`src/rtl/ttl_latch_sync.sv`:
```
// 74x373/374-style latch/register with emulated output propagation delay.
// Optional TTL_LATCH_BUSHOLD_EN: disabled outputs hold the last enabled value instead of 0.
module ttl_latch_sync #(
  parameter int WIDTH   = 8,
  parameter int MODE    = 0,
  parameter int DLY_CYC = 1
) (
  input  logic             clk,
  input  logic             rst,
  input  logic             OCn,
  input  logic             C,
  input  logic [WIDTH-1:0] D,
  output logic [WIDTH-1:0] Q,
  output logic             Q_oe
);

  logic [WIDTH-1:0] s_q, s_d;
  logic             c_q, c_d;
  logic             load;
  logic [WIDTH-1:0] v;
  logic             e;

  // MODE 1 loads only on the first cycle of a high C; c_q resets high so a C held
  // across reset release is not mistaken for a rising edge.
  always_comb begin
    c_d  = C;
    load = 1'b0;
    if (MODE == 0) load = C;
    else           load = C & ~c_q;
    s_d  = load ? D : s_q;
  end

  always_ff @(posedge clk or posedge rst) begin
    if (rst) begin
      s_q <= '0;
      c_q <= 1'b1;
    end else begin
      s_q <= s_d;
      c_q <= c_d;
    end
  end

`ifdef TTL_LATCH_BUSHOLD_EN
  logic [WIDTH-1:0] hold_q, hold_d;

  always_comb begin
    hold_d = OCn ? hold_q : s_q;
  end

  always_ff @(posedge clk or posedge rst) begin
    if (rst) hold_q <= '0;
    else     hold_q <= hold_d;
  end

  assign v = OCn ? hold_q : s_q;
`else
  assign v = OCn ? '0 : s_q;
`endif

  assign e = ~OCn;

  generate
    if (DLY_CYC == 0) begin : g_comb
      // Outputs are combinational here, so reset must force them low directly.
      assign Q    = rst ? '0 : v;
      assign Q_oe = ~rst & e;
    end else begin : g_pipe
      logic [DLY_CYC-1:0][WIDTH-1:0] pv_q, pv_d;
      logic [DLY_CYC-1:0]            pe_q, pe_d;

      always_comb begin
        pv_d    = pv_q;
        pe_d    = pe_q;
        pv_d[0] = v;
        pe_d[0] = e;
        for (int i = 1; i < DLY_CYC; i++) begin
          pv_d[i] = pv_q[i-1];
          pe_d[i] = pe_q[i-1];
        end
      end

      always_ff @(posedge clk or posedge rst) begin
        if (rst) begin
          pv_q <= '0;
          pe_q <= '0;
        end else begin
          pv_q <= pv_d;
          pe_q <= pe_d;
        end
      end

      assign Q    = pv_q[DLY_CYC-1];
      assign Q_oe = pe_q[DLY_CYC-1];
    end
  endgenerate

endmodule
```
`config.mk`:
```
export PLATFORM = sky130hd
export DESIGN_NAME = ttl_latch_sync
export DESIGN_NICKNAME = d
export VERILOG_FILES = /design/src/rtl/ttl_latch_sync.sv
export SDC_FILE = /design/constraint.sdc
export NUM_CORES = 1
export LEC_CHECK = 0
export ABC_AREA = 1
export CAP_MARGIN = 40
export CORE_MARGIN = 1.5
export CORE_UTILIZATION = 42
export DETAILED_ROUTE_END_ITERATION = 7
export GPL_TIMING_DRIVEN = 0
export MAX_ROUTING_LAYER = met4
export PLACE_DENSITY = 0.77
export SLEW_MARGIN = 20
export SYNTH_ARGS = -nofsm -noshare
export SYNTH_HDL_FRONTEND = slang
export SYNTH_SLANG_ARGS = --single-unit
```
`constraint.sdc`:
```
create_clock -name clk -period 0.8 [get_ports clk]
set_input_delay 0.08 -clock clk [delete_from_list [all_inputs] [get_ports clk]]
set_output_delay 0.08 -clock clk [all_outputs]
set_load 0.02 [all_outputs]
```
* After elaboration in Yosys (flattened, before gate mapping)
Index checks and enable logic that the tools add are counted.
Word-level totals: output and inout port bits 9, latch bits 0, memory bits (writable) 0, bits of input ports 12, register bits after elaboration 17, memory bits (read-only) 0, word-level logic and storage cells 5, memories 0
Cells by class: equality and inequality tests 0, $add $sub $neg 0, order comparisons 0, div/mod/pow operators 0, reduce and logical (&&, ||, !) cells 0, multiplexer cells 1, shifts and indexed selects 0, multiply operators 0, bitwise operators 1
Operators by type and width (count):
- $mux W8 | 1
- $not A1 Y1 | 1

* Logic depth before layout (Yosys ltp)
Gate-level depths: netlist of the first run.
depth in word-level cells 1, gate-level depth with buffers 4, gate-level depth less buffers 3

* Least setup slack after synthesis of the first run
OpenSTA, ideal clock, no wires.
path type reg2reg, from reg, netlist name s_q[0], to reg s_q[0], setup slack 239 ps, cell stages (with the launch flop) 3, setup time 116 ps, buffers on the path 0, clock period less this slack 561 ps, required time 684 ps, data arrival time 444 ps, cells stage by stage dfrtp_1 > nand2_1 > nand2_1
RTL lines:
- to (signal assigned) | line 35 | s_q <= '0;
- to (signal assigned) | line 38 | s_q <= s_d;
- to (decl) | line 17 | logic [WIDTH-1:0] s_q, s_d;

* Worst setup path in the final report of the first run
from reg g_pipe.pv_q (netlist bit Q[1]), to out Q[1]
RTL lines:
- from (decl) | line 68 | logic [DLY_CYC-1:0][WIDTH-1:0] pv_q, pv_d;
- from (signal assigned) | line 87 | pv_q <= pv_d;
- to (decl) | line 13 | output logic [WIDTH-1:0] Q,
No word-level cell between the ends.

==> qor.csv, run 1 <==
stage;metric;value;unit
status;status;finished, violations left;
status;failed_checks;setup timing;
cts;clockBufferDepth;2;
detailed_routing;drc;0;
pwr;p_leak;0.466;nW
timing;setup_ws;-80.7;ps
cts;clkTransAtPathRegs;90;ps
logic_synthesis;syn-cell-area;611;µm²
detailed_routing;routedWlPerCell;9.22;µm
worst_setup_path;r2r_start;s_q[2];
logic_synthesis;synth_top_family_by_area;simple AND/OR/NAND/NOR gates;
worst_setup_path;cpPeakStageDelay;390;ps
global_route;grt_max_degree;18;
worst_hold_path;hold_path_depth;2;
logic_synthesis;yosys.area_share.adder;0;
pwr;internal_power;1.24;mW
timing;fin_crit_sh;1.10;
global_route;grt_pass1_vias;343;
logic_synthesis;netlist_instances;62;
cts;clock_sinks;17;
placement;place_congestion;0.721;
logic_synthesis;avgSynthCellArea;9.85;µm²
timing;tightest_slew;626;ps
final_layout;drive_gt1_frac;0.179;
logic_synthesis;syn_nets;74;
pwr;p_total;1.64;mW
worst_hold_path;worstHoldPathType;in2reg;
timing;rsz0062_at_grt;yes;
timing;finalSetupViolCount;9;
final_layout;area_delta_synth_final;38.7;%
logic_synthesis;synth_top_area_frac;0.697;
cts;clockRootBuffer;clkbuf_4;
worst_setup_path;critPathSlowestCell;dfrtp_1;
worst_setup_path;cp_max_fo;1;
cts;post_cts_buffers;0;
worst_setup_path;reg2reg_setup_slack;190;ps
detailed_routing;routed_wl;913;µm
die;die_h;41.1;µm
final_layout;nets;97;
worst_hold_path;holdCritStartpoint;OCn;
global_route;track_usage;0.138;
die;die_x;41.1;µm
detailed_routing;ant_nets;0;
timing;post-route-min-period;881;ps
cts;worstSkewPairLatency;280;ps
logic_synthesis;yosysWarnings;0;
timing;slew_headroom;0.582;
logic_synthesis;synth_area_leaders;dfrtp_1 (70%), nand2_1 (15%), inv_1 (6.1%);
run;maxCapViolCount;0;
worst_setup_path;critPathKind;reg2out;
pwr;p_sw_frac;0.243;
final_layout;layout_commonest_cell;nand2_1;
worst_setup_path;r2r-end;s_q[2];
worst_setup_path;timing.critical_path.buf_inv;1;
die;initial_utilization;0.458;
logic_synthesis;synth-seq-area-share;0.697;
logic_synthesis;ys_ff_latch;17;
worst_setup_path;cp-end-kind;primary output;
worst_setup_path;critPathLaunchType;register;
final_layout;layout_common_cells;nand2_1 (24), dfrtp_1 (17), buf_6 (10), inv_1 (10), clkdlybuf4s50_1 (9);
die;rows;13;
pwr;powerDensity;1940;nW/µm²
timing;hold_violations;0;
worst_hold_path;hold_end;Q_oe;
die;pin_count;21;
pwr;combPwrFrac;0.151;
detailed_routing;drtIter0Drc;7;
logic_synthesis;muxShareOfSynthArea;0;
die;dieArea;1690;µm²
worst_setup_path;cpLargestDelayFamily;flip-flops;
timing;finalMaxSlewViolations;0;
pwr;ir_drop;1.15;mV
timing;fmax;1140;MHz
worst_setup_path;reg2reg_depth;2;
placement;port_buffers;18;
pwr;p_sw;398;µW
timing;timing.setup.tns;-686;ps
pwr;p_seq_frac;0.580;
logic_synthesis;synthXorXnorAreaFrac;0;
detailed_routing;num_vias;437;
die;coreArea;1330;µm²
detailed_routing;avgViaCountPerCell;4.41;
pwr;power_frac_clock;0.269;
global_route;antenna_found_initial;0;
global_route;grt_overflow;0;
global_route;grt_pass1_wl;1.41;mm
cts;cts_buffers;3;
final_layout;diodes;0;
worst_setup_path;cp.arrival;800;ps
cts;cts_htree_levels;1;
worst_setup_path;required;720;ps
timing;finClkSkew;2.34;ps
logic_synthesis;synth-compound-area-share;0;
logic_synthesis;yosysTopAreaCell;dfrtp_1;
cts;cts_tree;done;
worst_setup_path;cp_cell_sequence;buf_6;
placement;dpl.hpwl;654;µm
detailed_routing;dr.pass1.iters;4;
logic_synthesis;yosysUniqueCellTypes;7;
logic_synthesis;synth-simple-area-share;0.197;
-- power by group through the flow --
stage | logic [mW] | registers, mW | clock network, mW
after detailed placement | 0.248 | 0.965 | 0
after global placement | 0.243 | 0.962 | 0
after CTS | 0.253 | 0.954 | 0.464
final | 0.248 | 0.953 | 0.441
after floorplan | 0.0908 | 0.999 | 0
after global routing | 0.279 | 0.962 | 0.505
-- stage by stage --
step                cell area [µm²]  hold slack (ps)   util  std cells  setup WS (ps)
finish                          847             39.0  0.635         99          -80.7
global route                    847             40.5  0.635         99           -127
CTS                             847             39.8  0.635         99          -94.5
detailed placement              810              346  0.607         95           -187
global placement                810              334  0.607         95           -175
floorplan                       611             6.07      -         62            239
-- routing by layer --
layer | GRT usage | wire [µm] | vias up
li1 | - | - | 219
met1 | 0.179 | 388 | 196
met2 | 0.188 | 430 | 20
met3 | 0.0489 | 80 | 2
met4 | 0.0726 | 14 | 0
met5 | - | 0 | -
-- synth_stat cells (all sizes together) --
cell,count
buf,2
inv,11
nand2,24
nor2,8
dfrtp,17
-- sequential cells by signal, indices dropped and copies added, names as in the netlist --
signal / flops
Q_oe: 1
Q: 8
s_q: 8
-- worst reg2reg max path, delay by kind of cell, from the launching register on --
kind / cells / cell delay (ps)
AND/OR/NAND/NOR: 2 / 120
flip-flops: 1 / 390
-- cells by family (layout without fill, tap and decap cells) --
group                  after synthesis  after routing
AND/OR/NAND/NOR                     32             32
flip-flops                          17             17
buffers and inverters               13             35
-- final cells by class --
cell class              count  area [µm²]
clock buffers               4        26.3
well taps                  15        18.8
inverters                  11        48.8
repair buffers             18         191
multi-input cells          32         120
fillers                   129         487
flip-flops and latches     17         425
plain buffers               2        16.3
-- worst max path at each step --
stage / start / endpoint / slack, ps / cells past startpoint
floorplan: s_q[0] / s_q[0] / 240 / 2
global placement: Q[0] / Q[0] / -180 / 1
detailed placement: Q[1] / Q[1] / -190 / 1
CTS: Q[5] / Q[5] / -90 / 1
global route: Q[4] / Q[4] / -130 / 1
finish: Q[1] / Q[1] / -80 / 1
-- what timing repair did --
item                                    4_1_cts  5_1_grt
gates resized for setup                      54        0
pin swaps                                     0        0
hold buffers                                  0        0
endpoints found under the setup margin        9        9
Power figures use the tool's default switching activity.
==> run 2: changes to the inputs <==
SLEW_MARGIN = default   (was 20)
==> results of run 2 <==
Final layout, timing and power as in run 1 (identical DEF).
